`src/rtl/ram_stream_reader.sv`:
```
// Streams LEN consecutive RAM words from BASE_ADDR onto a valid/ready port through a 2-entry buffer.
// Optional RAM_READER_CLEAR_EN: zero each location as it is read (clear-on-read).
module ram_stream_reader #(
    parameter int ADDR_WIDTH = 12,
    parameter int DATA_WIDTH = 32,
    parameter int LEN_WIDTH  = 13
) (
    input  logic                  clk,
    input  logic                  rst,
    input  logic                  start,
    input  logic [ADDR_WIDTH-1:0] base_addr,
    input  logic [LEN_WIDTH-1:0]  len,
    output logic                  busy,
    output logic                  done,
    output logic [ADDR_WIDTH-1:0] ram_addr,
    output logic                  ram_we,
    output logic [DATA_WIDTH-1:0] ram_wdata,
    input  logic [DATA_WIDTH-1:0] ram_rdata,
    output logic                  m_valid,
    input  logic                  m_ready,
    output logic [DATA_WIDTH-1:0] m_data,
    output logic                  m_last
);

    typedef enum logic [1:0] {IDLE, RUN, FIN} state_t;

    state_t                state_q;
    logic [ADDR_WIDTH-1:0] base_q, addr_q;
    logic [LEN_WIDTH-1:0]  len_q, issued_q;
    logic                  infl_q, infl_last_q;
    logic [1:0]            occ_q;
    logic [DATA_WIDTH-1:0] d0_q, d1_q;
    logic                  l0_q, l1_q;

    logic                  pop, issue;
    logic [2:0]            level;
    logic [ADDR_WIDTH-1:0] issue_addr;

    assign m_valid = (occ_q != 2'd0);
    assign m_data  = d0_q;
    assign m_last  = m_valid & l0_q;
    assign busy    = (state_q == RUN);
    assign done    = (state_q == FIN);
    assign pop     = m_valid & m_ready;

    // Slots committed after this cycle; pop implies occ>=1 so no underflow.
    assign level      = {1'b0, occ_q} + {2'b00, infl_q} - {2'b00, pop};
    assign issue      = !rst && (state_q == RUN) && (issued_q < len_q) && (level < 3'd2);
    assign issue_addr = base_q + ADDR_WIDTH'(issued_q);
    assign ram_addr   = issue ? issue_addr : addr_q;
    assign ram_wdata  = '0;

`ifdef RAM_READER_CLEAR_EN
    assign ram_we = issue;
`else
    assign ram_we = 1'b0;
`endif

    always_ff @(posedge clk) begin
        if (rst) begin
            state_q     <= IDLE;
            base_q      <= '0;
            addr_q      <= '0;
            len_q       <= '0;
            issued_q    <= '0;
            infl_q      <= 1'b0;
            infl_last_q <= 1'b0;
            occ_q       <= 2'd0;
            d0_q        <= '0;
            d1_q        <= '0;
            l0_q        <= 1'b0;
            l1_q        <= 1'b0;
        end else begin
            case (state_q)
                IDLE: if (start) begin
                    base_q   <= base_addr;
                    len_q    <= len;
                    issued_q <= '0;
                    state_q  <= (len == '0) ? FIN : RUN;
                end
                RUN:     if (pop && l0_q) state_q <= FIN;
                FIN:     state_q <= IDLE;
                default: state_q <= IDLE;
            endcase

            if (issue) begin
                issued_q <= issued_q + LEN_WIDTH'(1);
                addr_q   <= issue_addr;
            end
            infl_q      <= issue;
            infl_last_q <= (issued_q == len_q - LEN_WIDTH'(1));

            // Read data arrives one cycle after issue and lands behind any buffered word.
            case ({infl_q, pop})
                2'b10: begin
                    if (occ_q == 2'd0) begin
                        d0_q <= ram_rdata;
                        l0_q <= infl_last_q;
                    end else begin
                        d1_q <= ram_rdata;
                        l1_q <= infl_last_q;
                    end
                    occ_q <= occ_q + 2'd1;
                end
                2'b01: begin
                    d0_q  <= d1_q;
                    l0_q  <= l1_q;
                    occ_q <= occ_q - 2'd1;
                end
                2'b11: begin
                    if (occ_q == 2'd1) begin
                        d0_q <= ram_rdata;
                        l0_q <= infl_last_q;
                    end else begin
                        d0_q <= d1_q;
                        l0_q <= l1_q;
                        d1_q <= ram_rdata;
                        l1_q <= infl_last_q;
                    end
                end
                default: ;
            endcase
        end
    end

endmodule

```
`config.mk`:
```
export PLATFORM = sky130hd
export DESIGN_NAME = ram_stream_reader
export DESIGN_NICKNAME = d
export VERILOG_FILES = /design/src/rtl/ram_stream_reader.sv
export SDC_FILE = /design/constraint.sdc
export NUM_CORES = 1
export LEC_CHECK = 0
export CAP_MARGIN = 20
export CORE_ASPECT_RATIO = 1.2
export CORE_MARGIN = 1
export CORE_UTILIZATION = 55
export CTS_CLUSTER_SIZE = 8
export DETAILED_ROUTE_END_ITERATION = 10
export PLACE_DENSITY = 0.83
export SLEW_MARGIN = 10
export SYNTH_ARGS = -nofsm -noshare
export SYNTH_HDL_FRONTEND = slang
export SYNTH_SLANG_ARGS = --single-unit
```
`constraint.sdc`:
```
create_clock -name clk -period 7.9 [get_ports clk]
set_input_delay 1.58 -clock clk [delete_from_list [all_inputs] [get_ports clk]]
set_output_delay 1.58 -clock clk [all_outputs]
set_load 0.01 [all_outputs]
```
Word level (Yosys, flattened, before mapping) --
Index checks and enable logic that the tools add are counted.
Storage, ports and cells: output and inout bits 81, input port bits 61, logic and storage cells 75, register bits 122
Operators by class: order comparisons 2, equal/unequal tests 12, $add $sub $neg 7, reductions and logical operators 19, muxes and demuxes 21, bitwise operators 2
Operators with widths (number):
- 2-to-1 mux 32 bit | 4
- case mux 32 bit (3 select lines) | 1
- case mux 32 bit (2 select lines) | 1
- 2-to-1 mux 13 bit | 3
- adder 13 x 1 -> 13 bit (second input constant) | 1
- equality test 13 bit | 1
- zero test 13 bit | 1
- less-than comparator 13 bit | 1
- subtractor 13 x 1 -> 13 bit (second input constant) | 1
- adder 12 bit | 1
- 2-to-1 mux 12 bit | 1
- nonzero test 2 bit | 5
- != test 2 bit (second input constant) | 4
- case mux 2 bit (2 select lines) | 2
- AND reduction 2 bit | 4
- equality test 2 x 1 -> 1 bit (second input constant) | 3
- equality test 2 bit (second input constant) | 3
- 2-to-1 mux 2 bit | 3
- logical AND 1 bit | 4
- zero test 2 bit | 2
- 2-to-1 mux 1 bit | 4
- adder 2 x 1 -> 3 bit | 1
- less-than comparator 3 x 2 -> 1 bit (second input constant) | 1
- case mux 1 bit (3 select lines) | 1
- 9 further kinds | 10

Longest topological paths before layout --
depth after elaboration 7, gate-level depth with buffers 17, mapped depth without buffers 14

Worst setup path after synthesis --
No wires, ideal clock.
path kind input to output, start input port m_ready, end output port ram_addr[11], path buffers 2, data required time 6.320 ns, slack 2.533 ns, arrival time 3.787 ns, stages 11, cell sequence nand2_1 -> nor2_1 -> o21ai_0 -> fa_1 -> nand4_1 -> a311o_1 -> or2_1 -> buf_6 -> inv_12 -> buf_12 -> mux2_2
On the way: cells in the longest elaborated chain, start to end 5
Ends and longest elaborated chain:
- start, declared | RTL line 20 | input logic m_ready,
- bitwise AND 1 bit | RTL line 44 | assign pop = m_valid & m_ready;
- subtractor 3 x 1 -> 3 bit | RTL line 47 | assign level = {1'b0, occ_q} + {2'b00, infl_q} - {2'b00, pop};
- less-than comparator 3 x 2 -> 1 bit | RTL line 48 | assign issue = !rst && (state_q == RUN) && (issued_q < len_q) && (level < 3'd2);
- logical AND 1 bit | RTL line 48
- 2-to-1 mux 12 bit
- end, declared | RTL line 15 | output logic [ADDR_WIDTH-1:0] ram_addr,
No other way between the ends.

Final worst setup path --
start input port m_ready, end output port ram_addr[5]
The elaborated chain is that of the path after synthesis.

==> impl_metrics.toml <==
[status]
status = "completed"

[job]
max_cap_violations = 0

[worst_setup_path]
r2r_end = "addr_q[7]"
path_class = "in2out"
required_ns = 6.32
startpoint_type = "primary input"
crit_path_max_fanout = 16
reg2reg_from = "occ_q[0]"
reg2regPathDepth = 13
endpoint_kind = "output pin"
reg2reg_slack_ns = 4.35
cp.arrival_ns = 5.02

[timing]
slew_violations = 0
tightestPinTransition_ns = 0.9794
fmax_ghz = 0.1515
fin_setup_tns_ns = 0
slew_headroom_pct = 34.55
setup_viol = 0
fin_crit_ns = 6.600
grt_setup_unrepaired = "no"
fin_skew_ns = 0.009056
fin_crit_sh_pct = 83.54
finalHoldViolCount = 0

[finish]
area_delta_synth_final_pct = 24.22
drive_gt1_share_pct = 7.236
final_util_pct = 71.04
nets = 923
diodes = 0

[global_routing]
grt_pass1_vias = 5290
grt_max_degree = 82
grt_antenna_before_repair = 0
grt-ovfl-total = 0
grt_first_pass_wirelength_microns = 24290
grtUsageTotal_pct = 25.29

[cts]
htree_levels = 4
cts.sinks = 122
post-cts-setup-buffers = 0
cts_tree = "yes"
cts_buffer_depth = 2
clock_latency_ns = 0.41
cts_resized = 0
cts_root_buffer = "clkbuf_16"
cts_inserted_buffers = 17
cts.reportedPaths.clkPinSlew_ns = 0.05
hold_buffers = 0

[power]
ir_worst_vdd_uv = 194.4
powerDensity_nw_per_um2 = 275.5
power.leakage_nw = 2.979

[drt]
via_per_inst = 5.587
num_vias = 5570
avgRoutedWirePerCell_microns = 15.02
ant_nets = 0
first_pass_iters = 6
drt_iter0_drc = 244
wl_microns = 14970
post-route-drc-count = 0

[synth]
ys_ff_latch = 122
yosysMostFrequentCell = "dfxtp_1"
syn_area_sq_um = 6401
ys_types = 63
synthCells = 740
synth.area.top_cells = "dfxtp_1 38%, ha_1 5.9%, nor2_1 5.5%"
synthArstFlopShare_pct = 0
seq_area_frac_synth_pct = 38.15
yosys_warnings = 0
synth_top_area_share_pct = 38.15
synth-main-ff-cell = "dfxtp_1"
syn_area_per_cell_sq_um = 8.650
synth_commonest_cells = "122 x dfxtp_1, 93 x nor2_1, 75 x nand2_1"
synth_edf_count = 0
yosysTopAreaCell = "dfxtp_1"

[floorplan]
core_area_sq_um = 11190
die_h_microns = 120.2
pin_count = 142
dieArea_sq_um = 12080
start_util_pct = 57.19
rows = 42
die_w_microns = 100.5

[worst_hold_path]
hp-start = "base_q[10]"
hp-class = "reg2reg"
worstHoldEndpoint = "base_q[10]"
timing.hold.worst_path_depth = 2

[placed_design]
gp_congestion = 0.8995
io_buffers = 108
hpwl_microns = 10310
-- cells in the final DEF (no fill, tap or decap), types with 25 or more instances in the layout --
cell type / n
a21oi_1: 40
a211oi_1: 36
a22oi_1: 33
ha_1: 30
nand2_1: 75
mux2i_1: 34
conb_1: 33
xnor2_1: 25
clkdlybuf4s50_1: 107
nor2_1: 92
dfxtp_1: 122
-- logic make-up after synthesis --
group                    count (synthesis)  share of synthesized area [%]
AND/OR/NAND/NOR                        248                          17.53
AO/OA/AOI/OAI                          162                          17.28
flip-flops                             122                          38.15
buffers and inverters                  100                          8.796
multiplexers                            43                          7.310
adder cells (fa/ha/maj)                 32                          6.489
XOR/XNOR                                32                          4.378
other                                    1                        0.05858
-- area by class of cell --
| type | instances | area (sq um) |
|---|---|---|
| flip-flops and latches | 122 | 2442 |
| fillers | 862 | 3242 |
| inverters | 25 | 106.4 |
| clock inverters | 13 | 95.09 |
| clock buffers | 19 | 452.9 |
| well taps | 154 | 192.7 |
| repair buffers | 114 | 1124 |
| multi-input cells | 550 | 3538 |
-- metrics by stage --
stage               hold slack, ns  setup WS, ns  instances  area (sq um)  total power [mW]
floorplan                   0.4406         2.533        772          6521             1.233
global placement            0.4516         1.388        965          7403             1.467
detailed placement          0.4599         1.313        965          7403             1.494
CTS                         0.4685         1.308        997          7951             2.205
global route                0.4902         1.108        997          7951             2.307
finish                      0.4654         1.300        997          7951             2.190
-- metal layers --
| layer | part of all wire, % | global-route usage (%) |
|---|---|---|
| met1 | 41 | 28.56 |
| met2 | 51 | 43.92 |
| met3 | 5.6 | 7.630 |
| met4 | 2.5 | 10.60 |
| met5 | 0 | 0 |
-- registers in the layout (all words and copies together), names as in the netlist --
name and count:
addr_q 12, base_q 12, d1_q 32, infl_last_q 1, infl_q 1, issued_q 13
l0_q 1, l1_q 1, len_q 13, m_data 32, occ_q 2, state_q 2
-- critical path, stage by stage --
cell,delay [ns]
clkdlybuf4s50_1,0.48
nand2_1,0.15
nor2_1,0.20
o21ai_0,0.15
fa_1,0.50
nand4_1,0.07
a311o_1,0.44
or2_1,0.36
buf_4,0.24
o21ai_0,0.26
clkdlybuf4s50_1,0.59
-- worst max-delay path by stage --
stage | startpoint | end | depth (start not counted)
2_1_floorplan | m_ready | ram_addr[11] | 11
3_5_place_dp | m_ready | ram_addr[5] | 11
4_1_cts | m_ready | ram_addr[5] | 11
6_report | m_ready | ram_addr[5] | 11
5_1_grt | m_ready | ram_addr[5] | 11
3_3_place_gp | m_ready | ram_addr[3] | 11
-- report_power, final --
part | switching [mW] | total, mW | internal [mW]
clock network | 0.286 | 0.705 | 0.419
logic | 0.385 | 0.713 | 0.327
registers | 0.0624 | 0.773 | 0.711
No activity file was read; power rests on OpenSTA's default activity.
==> RTL change: new RTL, same flow settings <==
Set the parameter `LEN_WIDTH` to 26 (it was 13).
--- a/src/rtl/ram_stream_reader.sv
+++ b/src/rtl/ram_stream_reader.sv
@@ -5,3 +5,3 @@
     parameter int DATA_WIDTH = 32,
-    parameter int LEN_WIDTH  = 13
+    parameter int LEN_WIDTH  = 26
 ) (
Ports: changed (resized len); port bits go from 142 to 155. The function was not compared with the original's and may differ.
==> RTL change against the unedited design <==
  * Setup slack worse by 260 ps
  * First-iteration DRC count up 88%
  * Total power up 18%
  * Largest cell class unchanged
  * Critical endpoint is now ram_addr[2]
  * Largest power group unchanged
  * Cell area up 27%
  * Routed wire length up 39%
  * Sequential cell count up 26
  * Cell count up 34%
  * Clock power up 19%
  * Combinational power up 10%
  * Area after synthesis up 30%
==> RTL change: results (changes against the unedited design) <==
metric;value;unit;change
Synth top cells by count;nand2_1 (177), dfxtp_1 (148), a21oi_1 (99);;was dfxtp_1 (122), nor2_1 (93), nand2_1 (75)
Post-Synth Adder-Cell Area;7.24;%;was 6.49%
Placement Setup Slack;1110;ps;was 1310 ps
register area share after synthesis;35.6;%;was 38.2%
detailed router's first-iteration violation count;458;;was 244
final RePlAce weighted congestion;0.890;;was 0.900
ys async rst share;0;%;unchanged
reg2reg setup slack;3990;ps;was 4350 ps
Hold Path Depth;2;;unchanged
CP max FO;15;;was 16
share of layout cells above drive strength 1;6.19;%;was 7.24%
Critical R2R Capture;issued_q[5];;was addr_q[7]
Synth Instances;1034;;was 740
post-placement cell count;1298;;was 965
Least-Margin Pin Slew;895;ps;was 979 ps
Critical R2R Launch;occ_q[0];;unchanged
fill count;1156;;was 862
xor-xnor portion of the synthesized cell area;4.84;%;was 4.38%
Hold Crit Start;d1_q[5];;was base_q[10]
mux cell area share after synthesis;2.60;%;was 7.31%
Layout Skew;9.64;ps;was 9.06 ps
met2 wire length;10400;um;was 7680 um
met1 Use GR;32.2;%;was 28.6%
reg2reg path depth;14;;was 13
status;finished, final reports clean;;unchanged
latest clock arrival within the worst-skew pair;430;ps;was 410 ps
top cells by area, synth;dfxtp_1 (36%), nand2_1 (8.0%), ha_1 (6.8%);;was dfxtp_1 (38%), ha_1 (5.9%), nor2_1 (5.5%)
met3 WL;1450;um;was 841 um
Leak;0.00383;uW;was 0.00298 uW
Pre-antenna DRT Iters;5;;was 6
Comb power frac;30.3;%;was 32.5%
largest net degree at the start of global routing;86;;was 82
Hold WS;453;ps;was 465 ps
Post-Route M1 WL;8500;um;was 6080 um
GR Util All Layers;27.5;%;was 25.3%
P_comb;785;uW;was 713 uW
crit path DAT;5280;ps;was 5020 ps
Yosys cell types;66;;was 63
global-route met2 utilization;47.7;%;was 43.9%
CTS max path bufs;2;;unchanged
CP max stage delay;480;ps;was 590 ps
hold endpoint;d1_q[5];;was base_q[10]
wire per inst;15.7;um;was 15.0 um
PortBufs;121;;was 108
global-route wire length before repair;34200;um;was 24300 um
compound-cell area share of the yosys netlist;19.1;%;was 17.3%
HPWL Detailed;14000;um;was 10300 um
internal power;1740;uW;was 1460 uW
vias per cell;5.73;;was 5.59
[RTL change: cell types whose count changed after synthesis, moves of 14 or more]
cell      unedited run  this run
a21oi_1             41        99
clkbuf_1            29        48
dfxtp_1            122       148
ha_1                30        45
inv_1               24        46
mux2i_1             34         4
nand2_1             75       177
nand4_1              5        23
nor2_1              93        65
nor4_1               3        17
[RTL change: worst max-delay path by stage]
stage / start / end / slack [ps]
global route: m_ready / ram_addr[2] / 860
detailed placement: m_ready / ram_addr[2] / 1110
floorplan: m_ready / ram_addr[5] / 2260
global placement: m_ready / ram_addr[11] / 1230
finish: m_ready / ram_addr[2] / 1040
CTS: m_ready / ram_addr[2] / 1070
[RTL change: layout make-up]
type | instances | area (sq um) | share of cell area [%]
Inverter | 47 | 176 | 1.75
Clock inverter | 14 | 179 | 1.77
Timing Repair Buffer | 129 | 1290 | 12.8
Multi-Input combinational cell | 775 | 4810 | 47.7
Tap cell | 200 | 250 | 2.48
Clock buffer | 18 | 429 | 4.25
Sequential cell | 148 | 2960 | 29.3
